--- config.mk ---
export PLATFORM = sky130hd
export DESIGN_NAME = dds_sweep_ctrl
export DESIGN_NICKNAME = d
export VERILOG_FILES = /design/src/rtl/dds_pkg.sv /design/src/rtl/dwell_timer.sv /design/src/rtl/dds_sweep_ctrl.sv
export SDC_FILE = /design/constraint.sdc
export NUM_CORES = 1
export LEC_CHECK = 0
export ABC_AREA = 1
export CAP_MARGIN = 15
export CORE_UTILIZATION = 25
export DETAILED_ROUTE_END_ITERATION = 8
export DONT_BUFFER_PORTS = 1
export PLACE_DENSITY_LB_ADDON = 0.3
export SETUP_SLACK_MARGIN = 0.15
export SYNTH_ARGS = -nofsm -noshare
export SYNTH_HDL_FRONTEND = slang
export SYNTH_HIERARCHICAL = 1
export SYNTH_SLANG_ARGS = --single-unit
--- constraint.sdc ---
create_clock -name clk -period 5.6 [get_ports clk]
set_clock_uncertainty 0.15 [all_clocks]
set_input_delay 0.84 -clock clk [delete_from_list [all_inputs] [get_ports clk]]
set_output_delay 0.84 -clock clk [all_outputs]
set_load 0.1 [all_outputs]
--- src/rtl/dds_pkg.sv ---
// Shared definitions for the dds block and its sweep controller.
package dds_pkg;

  localparam int unsigned KW_DEF = 32;
  localparam int unsigned DW_DEF = 16;

  typedef enum logic [1:0] {
    ST_IDLE  = 2'd0,
    ST_RUN   = 2'd1,
    ST_PAUSE = 2'd2
  } sweep_state_e;

endpackage

--- src/rtl/dwell_timer.sv ---
// Down-counter that times how long each control word is held; zero_o flags the
// last dwell cycle and is registered alongside the count.
module dwell_timer
  import dds_pkg::*;
#(
  parameter int unsigned DW = DW_DEF
) (
  input  logic          clk,
  input  logic          rst_n,
  input  logic          load_i,
  input  logic [DW-1:0] load_val_i,
  input  logic          dec_i,
  input  logic          freeze_i,
  output logic          zero_o
);

  logic [DW-1:0] cnt_q;
  logic [DW-1:0] cnt_d;

  // Load has priority; freeze holds the count while paused.
  always_comb begin
    cnt_d = cnt_q;
    if (load_i) begin
      cnt_d = load_val_i;
    end else if (dec_i && !freeze_i && (cnt_q != '0)) begin
      cnt_d = cnt_q - DW'(1);
    end
  end

  always_ff @(posedge clk or negedge rst_n) begin
    if (!rst_n) begin
      cnt_q  <= '0;
      zero_o <= 1'b1;
    end else begin
      cnt_q  <= cnt_d;
      zero_o <= (cnt_d == '0);
    end
  end

endmodule

--- src/rtl/dds_sweep_ctrl.sv ---
// Frequency-sweep sequencer: steps the dds control word from k_start to k_stop,
// holding each word for a programmable dwell, with pause, abort and repeat.
module dds_sweep_ctrl
  import dds_pkg::*;
#(
  parameter int unsigned KW = KW_DEF,
  parameter int unsigned DW = DW_DEF
) (
  input  logic          clk,
  input  logic          rst_n,
  input  logic          start,
  input  logic          abort,
  input  logic          pause,
  input  logic          cont,
  input  logic [KW-1:0] k_start,
  input  logic [KW-1:0] k_stop,
  input  logic [KW-1:0] k_step,
  input  logic [DW-1:0] dwell,
  output logic [KW-1:0] K,
  output logic          Ken,
  output logic          dds_en,
  output logic          busy,
  output logic          done
);

  sweep_state_e state_q, state_d;

  logic [KW-1:0] k_q, k_d;
  logic          ken_q, ken_d;
  logic          en_q, en_d;
  logic          busy_q, busy_d;
  logic          done_q, done_d;

  logic [KW-1:0] start_q, stop_q, step_q;
  logic          cont_q;
  logic [DW-1:0] dm1_q;

  logic          start_ok_c;
  logic [DW-1:0] dm1_in_c;
  logic [KW:0]   next_c;
  logic          step_ok_c;

  logic          tmr_load, tmr_dec, tmr_freeze, tmr_zero;
  logic [DW-1:0] tmr_val;

  assign start_ok_c = (state_q == ST_IDLE) && start && !abort;
  // A dwell of 0 behaves as 1, so the reload value saturates at 0.
  assign dm1_in_c   = (dwell == '0) ? '0 : (dwell - DW'(1));
  assign next_c     = {1'b0, k_q} + {1'b0, step_q};
  assign step_ok_c  = !next_c[KW] && (next_c[KW-1:0] <= stop_q) && (step_q != '0);

  always_ff @(posedge clk or negedge rst_n) begin
    if (!rst_n) begin
      start_q <= '0;
      stop_q  <= '0;
      step_q  <= '0;
      cont_q  <= 1'b0;
      dm1_q   <= '0;
    end else if (start_ok_c) begin
      start_q <= k_start;
      stop_q  <= k_stop;
      step_q  <= k_step;
      cont_q  <= cont;
      dm1_q   <= dm1_in_c;
    end
  end

  always_ff @(posedge clk or negedge rst_n) begin
    if (!rst_n) begin
      state_q <= ST_IDLE;
    end else begin
      state_q <= state_d;
    end
  end

  always_comb begin
    state_d = state_q;
    case (state_q)
      ST_IDLE: begin
        if (start_ok_c) state_d = ST_RUN;
      end
      ST_RUN, ST_PAUSE: begin
        if (abort) begin
          state_d = ST_IDLE;
        end else if (pause) begin
          state_d = ST_PAUSE;
        end else if (tmr_zero && !step_ok_c && !cont_q) begin
          state_d = ST_IDLE;
        end else begin
          state_d = ST_RUN;
        end
      end
      default: state_d = ST_IDLE;
    endcase
  end

  // Next values for the registered outputs and the dwell timer controls.
  always_comb begin
    k_d        = k_q;
    ken_d      = 1'b0;
    en_d       = 1'b0;
    busy_d     = 1'b0;
    done_d     = 1'b0;
    tmr_load   = 1'b0;
    tmr_dec    = 1'b0;
    tmr_freeze = 1'b0;
    tmr_val    = dm1_q;
    case (state_q)
      ST_IDLE: begin
        if (start_ok_c) begin
          k_d      = k_start;
          ken_d    = 1'b1;
          en_d     = 1'b1;
          busy_d   = 1'b1;
          tmr_load = 1'b1;
          tmr_val  = dm1_in_c;
        end
      end
      ST_RUN, ST_PAUSE: begin
        if (abort) begin
          k_d = k_q;
        end else if (pause) begin
          busy_d     = 1'b1;
          tmr_freeze = 1'b1;
        end else begin
          busy_d  = 1'b1;
          en_d    = 1'b1;
          tmr_dec = 1'b1;
          if (tmr_zero) begin
            if (step_ok_c) begin
              k_d      = next_c[KW-1:0];
              ken_d    = 1'b1;
              tmr_load = 1'b1;
            end else if (cont_q) begin
              k_d      = start_q;
              ken_d    = 1'b1;
              tmr_load = 1'b1;
            end else begin
              busy_d = 1'b0;
              en_d   = 1'b0;
              done_d = 1'b1;
            end
          end
        end
      end
      default: begin
        k_d = k_q;
      end
    endcase
  end

  always_ff @(posedge clk or negedge rst_n) begin
    if (!rst_n) begin
      k_q    <= '0;
      ken_q  <= 1'b0;
      en_q   <= 1'b0;
      busy_q <= 1'b0;
      done_q <= 1'b0;
    end else begin
      k_q    <= k_d;
      ken_q  <= ken_d;
      en_q   <= en_d;
      busy_q <= busy_d;
      done_q <= done_d;
    end
  end

  dwell_timer #(
    .DW(DW)
  ) u_dwell_timer (
    .clk        (clk),
    .rst_n      (rst_n),
    .load_i     (tmr_load),
    .load_val_i (tmr_val),
    .dec_i      (tmr_dec),
    .freeze_i   (tmr_freeze),
    .zero_o     (tmr_zero)
  );

  assign K      = k_q;
  assign Ken    = ken_q;
  assign dds_en = en_q;
  assign busy   = busy_q;
  assign done   = done_q;

endmodule

Yosys cells after proc, flatten, opt, wreduce, memory -nomap -nowiden. Index checks and enable logic that the tools add are counted.

Input port bits: 118. Register bits after elaboration: 168.

Reduce and logical (&&, ||, !) cells: 21. Add/sub/neg operators: 3. Equality and inequality tests: 7. Order comparisons: 1. Muxes and demuxes: 43.

Operators by type and width (number): 32-bit two-way mux (6); 16-bit two-way mux (5); 32-bit case mux with 2 select lines (1); 32-bit by 32-bit adder with 33-bit output (1); 32-bit less-or-equal comparator (1); 16-bit zero test (2); 32-bit nonzero test (1); 16-bit by 1-bit subtractor with 16-bit output, second input constant (2); 1-bit two-way mux (24); 16-bit nonzero test (1); 1-bit logical AND (8); 2-bit two-way mux (3); 2-bit != test, second input constant (3); 1-bit case mux with 2 select lines (3); 6-bit AND reduction (1); 1-bit zero test (5); 2-bit case mux with 2 select lines (1); 3-bit != test, second input constant (1); 2-bit by 1-bit equality test with 1-bit output, second input constant (1); 2-bit equality test, second input constant (1); 2-bit zero test (1); 2-bit by 1-bit != test with 1-bit output, second input constant (1); 2-bit nonzero test (1); 2-bit OR reduction (1).

Depth between registers and ports, before layout. Gate-level depths: netlist of run 1.

Word-level depth: 11. Depth in mapped cells: 36. Mapped depth without buffers: 34.

Modules after synthesis. The synthesis of run 1 kept the hierarchy.

Modules (own cells, without submodules): dds_sweep_ctrl (times used 1, cells an instance 1585, area each 10471.3 um2, sequential area each 3778.6 um2); dwell_timer (times used 1, cells an instance 225, area each 1372.6 um2, sequential area each 426.7 um2).

Least setup slack after synthesis of run 1. Ideal clock, no wire load.

Path type: register to register. Start point: register k_q[0], in the netlist K[0]. End point: register u_dwell_timer.zero_o. Required time: 5.383 ns. Library setup time: 0.067 ns. Path buffers: 2. Cell stages (with the launch flop): 36. Path slack: 0.376 ns. Clock period less this slack: 5.224 ns. Arrival: 5.007 ns. Cells stage by stage: dfrtp_1 ha_1 inv_1 fa_1 inv_1 nand3_1 nand2_2 nand2_1 nand2_1 nand2_1 nand2_1 nand2_1 nand2_1 nand2_1 nand2_1 inv_1 ha_1 nand2_1 nor2_1 nand2_1 nor2_1 nand2_1 nand2_1 nand3_4 buf_2 nand2_1 nand3_1 a21oi_1 inv_1 buf_2 or2_2 nand2_1 nand3_1 nor2_1 nand2_1 nor2_1.

Longest elaborated chain between the ends: 11.

Ends and longest elaborated chain: start, declared (line dds_sweep_ctrl.sv:28) `logic [KW-1:0] k_q, k_d;`; start signal, assigned (line dds_sweep_ctrl.sv:160) `k_q <= k_d;`; 32-bit by 32-bit adder with 33-bit output * (line dds_sweep_ctrl.sv:49) `assign next_c = {1'b0, k_q} + {1'b0, step_q};`; 32-bit less-or-equal comparator or 1-bit zero test (tied branches) (line dds_sweep_ctrl.sv:50) `assign step_ok_c = !next_c[KW] && (next_c[KW-1:0] <= stop_q) && (step_q != '0);`; 1-bit logical AND * (2 in a row) (line dds_sweep_ctrl.sv:50); 1-bit two-way mux * (4 in a row); 1-bit case mux with 2 select lines *; net ken_d (line dds_sweep_ctrl.sv:29) `logic ken_q, ken_d;`; 16-bit two-way mux * (line dwell_timer.sv:23) `if (load_i) begin`; 16-bit zero test * (line dwell_timer.sv:36) `zero_o <= (cnt_d == '0);`; end signal, assigned (line dwell_timer.sv:36); end, declared (line dwell_timer.sv:14) `output logic zero_o`.

The timed path passes the listed nets; every way through them passes the cells marked *. A chain may end at the register's enable or synchronous reset.

Worst setup path in the final report of run 1.
Start point: register step_q[6]. End point: register u_dwell_timer.zero_o.

Longest elaborated chain between the ends: 11.

Ends and longest elaborated chain: start, declared (line dds_sweep_ctrl.sv:34) `logic [KW-1:0] start_q, stop_q, step_q;`; start signal, assigned (line dds_sweep_ctrl.sv:62) `step_q <= k_step;`; 32-bit by 32-bit adder with 33-bit output (line dds_sweep_ctrl.sv:49); 32-bit less-or-equal comparator or 1-bit zero test (tied branches) (line dds_sweep_ctrl.sv:50); 1-bit logical AND (line dds_sweep_ctrl.sv:50); 1-bit logical AND * (line dds_sweep_ctrl.sv:50); 1-bit two-way mux * (4 in a row); 1-bit case mux with 2 select lines *; net ken_d (line dds_sweep_ctrl.sv:29); 16-bit two-way mux * (line dwell_timer.sv:23); 16-bit zero test * (line dwell_timer.sv:36).

Marked as above.

==> results of run 1 <==
## layer usage
layer | vias to the layer above | share of wire, % | GRT usage [%]
met3 | 51 | 7.8 | 5.11
met5 | - | 0 | 0
met4 | 0 | 2.8 | 6.62
met2 | 284 | 47 | 27.2
met1 | 5027 | 43 | 20.5
li1 | 5594 | - | -
## kinds of logic (layout without fill, tap and decap cells)
family	count (synthesis)	after routing	synth area share (%)
compound gates	143	143	6.29
flops	168	168	35.5
xor+xnor	31	31	2.29
buf+inv	336	359	11.1
fa+ha+maj	70	70	7.46
simple gates	1062	1062	37.4
## metrics by stage
| step | hold slack [ps] | area, µm² |
|---|---|---|
| finish | 61.7 | 13300 |
| CTS | 22.7 | 13300 |
| global placement | 307 | 12700 |
| floorplan | 293 | 11800 |
| detailed placement | 312 | 12700 |
| global route | 25.3 | 13300 |
## registers in the layout, summed over array words and instances, names as in the netlist
name and flops:
dds_en 1, u_dwell_timer/cnt_q 16, done 1, Ken 1, dm1_q 16, u_dwell_timer/zero_o 1, busy 1, start_q 32
stop_q 32, step_q 32, K 32, state_q 2, cont_q 1
## repair_timing
item / 4_1_cts / 5_1_grt
buffers inserted: 0 / 2
gates resized for setup: 0 / 6
endpoints found under the hold margin: 167 / 0
hold buffers: 1 / 0
endpoints found under the setup margin: 0 / 31
## cell usage after synthesis (all sizes together)
master  count  area share (%)
nand2     772              25
inv       281             8.9
dfrtp     167              35
nor2      110             3.7
o21ai     103             4.4
nand3      93             4.2
ha         69             7.3
nand4      47             2.5
clkbuf     33             1.0
a21oi      31             1.3
xor2       23             1.7
buf        21             1.1
nand3b     15             1.1
or2        13            0.69
nor3        8            0.52
xnor2       8            0.59
a21o        5            0.32
a22o        2            0.15
and2        2            0.11
and3        1           0.053
clkinv      1           0.032
dfstp       1            0.22
fa          1            0.17
nor3b       1           0.063
o21a        1           0.063
o21bai      1           0.063
## critical path: cells and delay by family (launching register included)
| family | cells | cell delay (ps) |
|---|---|---|
| buffers and inverters | 3 | 490 |
| AO/OA/AOI/OAI | 4 | 520 |
| AND/OR/NAND/NOR | 21 | 2590 |
| adder cells (fa/ha/maj) | 2 | 690 |
| flip-flops | 1 | 420 |
## layout make-up
type,count,area [µm²]
fillers,5234,33300
multi-input cells,1306,6340
flip-flops and latches,168,4210
inverters,282,1070
well taps,607,759
clock buffers,18,429
repair buffers,44,350
clock inverters,14,185
repair inverters,1,7.51
## final timing paths
check | start | end | slack [ps] | cells past startpoint
worst max register to register | step_q[6] | u_dwell_timer/zero_o | 670 | 30
worst min register to register | dm1_q[12] | dm1_q[12] | 320 | 2
worst min-delay path | rst_n | u_dwell_timer/zero_o | 60 | 0
max in group asynchronous | rst_n | stop_q[0] | 4340 | 1
min in group clk | k_step[7] | step_q[7] | 320 | 2
worst max-delay path | step_q[6] | u_dwell_timer/zero_o | 670 | 30
==> results.toml, run 1 <==
[grt]
grt_overflow_total = 0
globalRouteTotalUtil_pct = 16.7
grt_pass1_wl_mm = 60.4
grt_max_degree = 168
antenna_found_initial = 0
grt_pass1_vias = 10600

[routing]
vias_per_cell = 4.49
wl_per_cell_um = 16.0
finalWirelength_mm = 39.0
ant_nets = 0
drcViolationCount = 14
dr.first_iter.drc_count = 788
vias = 11000
first_pass_iters = 8

[synthesis]
synth_cell_types = 41
avgSynthCellArea_um2 = 6.54
synth_warnings = 6
ys_ff_latch = 168
syn_inst = 1810
synth_seq_area_share_pct = 35.5
syn_area_mm2 = 0.0118
syn_nets = 1998

[clock_network]
htree_levels = 4
cts_tree = "built"
numCtsBuffers = 17
clock_latency_ps = 480
cts.path.max_buffers = 2
cts-root-buf = "clkbuf_16"
clock-sinks = 168
clkTransAtPathRegs_ps = 80

[timing]
finalCritPeriodShare_pct = 88.0
tns_ps = 0
rsz0062_at_grt = "true"
finalHoldViolCount = 0
layout_setup_ws_ps = 674
slew_headroom_pct = 37.2
fin_crit_ps = 4930
setup_viol = 0
tightest_slew_ps = 942
finalMaxSlewViolations = 0
max_freq_mhz = 203

[finish]
syn_to_final_growth_pct = 12.7
fin_util_pct = 28.6
n_antenna_cell = 0
layout_common_cells = "nand2_1 (768), inv_1 (277), dfrtp_1 (167)"
final_cells = 2440
drive_gt1_share_pct = 6.38
layout_commonest_cell = "nand2_1"
final_nets = 2008

[die]
die_area_mm2 = 0.0483
die-width_um = 220
io_pins = 154
rows = 79
start_util_pct = 25.4
chipHeight_um = 220
coreArea_mm2 = 0.0467

[critical_path]
slowest_stage = "dfrtp_1"
cp_max_fo = 14
start_kind = "flop"
required_ps = 5850
critPathCaptureType = "flop"
critical_path_class = "reg -> reg"
critPathArrivalTime_ps = 5180
slowest_delay_ps = 420
cp_common_cell = "nand2_1"

[status]
status = "finished with violations"
violations = "DRC"

[placed_design]
pre_cts_slack_ps = 477
hpwl_mm = 30.8
gp_congestion = 0.968
port_buffers = 0
dp.cells = 2404

[hold_path]
hold_path_class = "in -> async"

[flow_run]
drv_cap = 0
Power of run 1 is not shown: default switching activity piles up to over one toggle a cycle in this logic, so the estimate is an artifact.
==> run 2, diff against run 1 <==
--- a/config.mk
+++ b/config.mk
@@ -7,6 +7,8 @@
 export LEC_CHECK = 0
 export ABC_AREA = 1
 export CAP_MARGIN = 15
+export CELL_PAD_IN_SITES_DETAIL_PLACEMENT = 2
+export CELL_PAD_IN_SITES_GLOBAL_PLACEMENT = 2
 export CORE_UTILIZATION = 25
 export DETAILED_ROUTE_END_ITERATION = 8
 export DONT_BUFFER_PORTS = 1
==> run 2 against run 1 <==
  * The run still ends with DRC left
  * Via count grew 5.0%
  * Cell count increased by 0.12%
  * Highest routed layer unchanged
  * Critical path type unchanged
  * Core utilization did not move
==> results.toml, run 2 (synthesis results as in run 1) <==
[status]
status = "finished with violations"
violations = "DRC"

[placed_design]
gp_congestion = 0.856
hpwl_mm = 38.1
port_buffers = 0
pre_cts_slack_ps = 417

[grt]
globalRouteTotalUtil_pct = 20.9
grt_pass1_wl_mm = 74.6
antenna_found_initial = 0
grt_max_degree = 168
grt_overflow_total = 0
grt_pass1_vias = 12800

[routing]
drcViolationCount = 8
dr.first_iter.drc_count = 523
first_pass_iters = 7
met3_length_mm = 2.08
vias_per_cell = 4.71
dr_wl_met2_mm = 24.1
drt-met1-wl_mm = 20.9
vias = 11500
ant_nets = 0
dr.max_layer_used = "met4"
finalWirelength_mm = 48.2
wl_per_cell_um = 19.7

[finish]
final_nets = 2011
layout_commonest_cell = "nand2_1"
syn_to_final_growth_pct = 12.7
drive_gt1_share_pct = 6.43
layout_common_cells = "nand2_1 (768), inv_1 (277), dfrtp_1 (167)"
fin_util_pct = 28.6
fill_cells = 5713
n_antenna_cell = 0

[timing]
slew_headroom_pct = 37.6
rsz0062_at_grt = "false"
fin_crit_ps = 4950
tightest_slew_ps = 936
max_freq_mhz = 202
finalMaxSlewViolations = 0
tns_ps = 0
layout_setup_ws_ps = 649
setup_viol = 0
finalCritPeriodShare_pct = 88.4
finalHoldViolCount = 0

[critical_path]
crit_family = "simple AND/OR/NAND/NOR gates"
critPathCaptureType = "flop"
worstRegToRegCells = 32
slowest_stage = "dfrtp_1"
critPathArrivalTime_ps = 5230
cp_common_cell = "nand2_1"
reg2reg_from = "step_q[11]"
critical_path_class = "reg -> reg"
slowest_delay_ps = 420
ff2ff_setup_slack_ps = 650
r2r-end = "u_dwell_timer/zero_o"
required_ps = 5880
start_kind = "flop"
crit_buf_inv = 4
cp_max_fo = 11
path_depth = 32

[clock_network]
cts.path.max_buffers = 2
htree_levels = 4
clock-sinks = 168
cts-root-buf = "clkbuf_16"
cts_tree = "built"
clock_latency_ps = 500
numCtsBuffers = 17
clkTransAtPathRegs_ps = 70

[die]
start_util_pct = 25.4
die_area_mm2 = 0.0483
die-width_um = 220
chipHeight_um = 220
coreArea_mm2 = 0.0467
io_pins = 154
rows = 79

[hold_path]
hold_path_class = "in -> async"

[flow_run]
drv_cap = 0
run 2: worst max path at each step:
stage                           from                   end  slack, ps
after floorplan                 K[0]  u_dwell_timer/zero_o        380
after global placement    step_q[11]  u_dwell_timer/zero_o        570
after detailed placement   step_q[0]  u_dwell_timer/zero_o        420
after CTS                 step_q[12]  u_dwell_timer/zero_o        390
after global routing       step_q[2]  u_dwell_timer/zero_o        150
final                     step_q[11]  u_dwell_timer/zero_o        650
run 2: timing repair:
item,in CTS,in global routing
setup endpoints to repair,0,6
buffers inserted,0,0
hold endpoints to repair,167,0
hold buffers,2,0
resized for setup,0,4
run 2: through the flow:
| stage | cell area (µm²) | hold slack [ps] | cells |
|---|---|---|---|
| after floorplan | 11800 | 293 | 1810 |
| after global placement | 12700 | 307 | 2408 |
| after detailed placement | 12700 | 313 | 2408 |
| after CTS | 13300 | 263 | 2442 |
| after global routing | 13300 | 281 | 2443 |
| final | 13300 | 218 | 2443 |
run 2: worst register-to-register path, delay by kind of cell, from the launching register on:
kind | cells | cell delay [ps]
and+or+nand+nor | 24 | 2800
adders and majority gates | 2 | 660
buffers and inverters | 4 | 560
DFF | 1 | 420
AOI/OAI and AO/OA | 2 | 290
run 2: layer usage:
layer	vias to the layer above	track usage, %
met4	0	6.74
met3	48	5.07
met1	5727	24.9
met5	-	0
met2	143	36.7
li1	5586	-
run 2: cell type report:
| type | instances | area, µm² | share of cell area (%) |
|---|---|---|---|
| multi-input combinational | 1306 | 6340 | 47.5 |
| sequential | 168 | 4210 | 31.5 |
| inverter | 282 | 1060 | 7.98 |
| tap | 607 | 759 | 5.69 |
| clock buffer | 20 | 447 | 3.35 |
| timing repair buffer | 47 | 375 | 2.81 |
| clock inverter | 12 | 140 | 1.05 |
| timing repair inverter | 1 | 7.51 | 0.0563 |
Power of run 2 is left out for the same reason.
==> run 3, diff against run 2 <==
--- a/config.mk
+++ b/config.mk
@@ -10,6 +10,7 @@
 export CELL_PAD_IN_SITES_DETAIL_PLACEMENT = 2
 export CELL_PAD_IN_SITES_GLOBAL_PLACEMENT = 2
 export CORE_UTILIZATION = 25
+export CTS_BUF_LIST = sky130_fd_sc_hd__clkbuf_4 sky130_fd_sc_hd__clkbuf_8
 export DETAILED_ROUTE_END_ITERATION = 8
 export DONT_BUFFER_PORTS = 1
 export PLACE_DENSITY_LB_ADDON = 0.3
==> run 3 against run 2 <==
  * The flow still finishes with violations (DRC)
  * Sequential share of layout area up 0.46 points
  * Non-clock buffer count decreased by 1
  * Wire length decreased by 0.42%
  * Register-to-register slack worse by 20 ps
  * Core utilization decreased by 0.42 points
  * Hold slack got worse by 100 ps
  * Flip-flop and latch count did not move
  * Critical path depth down 5
  * Critical endpoint is now K[22]
  * Fmax fell by 0.34%
  * Cell count about the same
==> results.toml, run 3 (synthesis results as in run 1) <==
[die]
start_util_pct = 25.4
coreArea_mm2 = 0.0467
rows = 79
die-width_um = 220
die_area_mm2 = 0.0483
io_pins = 154
chipHeight_um = 220

[timing]
slew_headroom_pct = 37.6
fin_crit_ps = 4970
max_freq_mhz = 201
tightest_slew_ps = 936
holdWs_ps = 116
rsz0062_at_grt = "false"
setup_viol = 0
finalMaxSlewViolations = 0
finalCritPeriodShare_pct = 88.7
tns_ps = 0
finalHoldViolCount = 0

[routing]
ant_nets = 0
drcViolationCount = 8
drt-met1-wl_mm = 20.7
vias_per_cell = 4.71
met3_length_mm = 2.18
vias = 11500
dr.first_iter.drc_count = 537
wl_per_cell_um = 19.6
dr.max_layer_used = "met4"
first_pass_iters = 7
dr_wl_met2_mm = 24.1
finalWirelength_mm = 47.9

[clock_network]
numCtsBuffers = 17
clock-sinks = 168
htree_levels = 4
cts.path.max_buffers = 2
clock_latency_ps = 580
cts_tree = "built"
cts_setup_buffers = 0
cts-root-buf = "clkbuf_8"
clkTransAtPathRegs_ps = 100

[critical_path]
cp_max_fo = 34
slowest_stage = "inv_2"
critical_path_class = "reg -> reg"
critPathCaptureType = "flop"
slowest_delay_ps = 560
required_ps = 5970
start_kind = "flop"
critPathArrivalTime_ps = 5330
cp_common_cell = "nand2_1"

[grt]
grt_pass1_vias = 12800
grt_overflow_total = 0
grt_max_degree = 169
antenna_found_initial = 0
globalRouteTotalUtil_pct = 20.8
grt_pass1_wl_mm = 74.2

[placed_design]
port_buffers = 0
hpwl_mm = 38.1
dp.cells = 2408
dpl_cell_area_mm2 = 0.0127
gp_congestion = 0.856

[hold_path]
hold_path_class = "in -> async"

[finish]
final_area_mm2 = 0.0131
fill_cells = 5740
layout_common_cells = "nand2_1 (768), inv_1 (277), dfrtp_1 (167)"
layout_commonest_cell = "nand2_1"
final_cells = 2442
final_nets = 2010
drive_gt1_share_pct = 6.54
syn_to_final_growth_pct = 11.0
n_antenna_cell = 0

[status]
status = "finished with violations"
violations = "DRC"

[flow_run]
drv_cap = 0
==> run 3: what timing repair did <==
action / 4_1_cts / 5_1_grt
endpoints found under the hold margin: 168 / 0
resized for setup: 0 / 4
endpoints found under the setup margin: 0 / 8
hold buffers: 1 / 0
==> run 3: layout make-up <==
class | count | area, µm² | area share, %
clock buffers | 20 | 263 | 2.00
clock inverters | 12 | 140 | 1.07
inverters | 282 | 1060 | 8.10
multi-input cells | 1306 | 6340 | 48.2
flip-flops and latches | 168 | 4210 | 32.0
well taps | 607 | 759 | 5.78
repair buffers | 46 | 365 | 2.78
repair inverters | 1 | 7.51 | 0.0571
==> run 3: final timing paths <==
| check | from | end | slack (ps) | cells after the start |
|---|---|---|---|---|
| hold / removal | rst_n | step_q[7] | 120 | 1 |
| setup / recovery | step_q[11] | K[22] | 630 | 27 |
| max in group asynchronous | rst_n | start_q[23] | 4460 | 1 |
| setup reg to reg | step_q[11] | K[22] | 630 | 27 |
| min in group clk | dwell[0] | dm1_q[0] | 220 | 1 |
| hold reg to reg | dm1_q[10] | dm1_q[10] | 330 | 2 |
==> run 3: per-stage QoR <==
| stage | utilization [%] | setup slack, ps |
|---|---|---|
| 2_1_floorplan | - | 376 |
| 3_3_place_gp | 27.2 | 574 |
| 3_5_place_dp | 27.2 | 417 |
| 4_1_cts | 28.1 | 387 |
| 5_1_grt | 28.2 | 150 |
| 6_report | 28.2 | 632 |
==> run 3: per-layer routing <==
metal | track usage, % | up-vias
li1 | - | 5582
met1 | 24.8 | 5718
met5 | 0 | -
met4 | 6.76 | 0
met3 | 4.96 | 45
met2 | 36.6 | 145
==> run 3: critical path, delay by kind of cell (launching register included) <==
kind	cells	cell delay, ps
flops	1	430
fa+ha+maj	2	670
buf+inv	4	1040
simple gates	20	2460
compound gates	1	150
Power of run 3 is left out for the same reason.
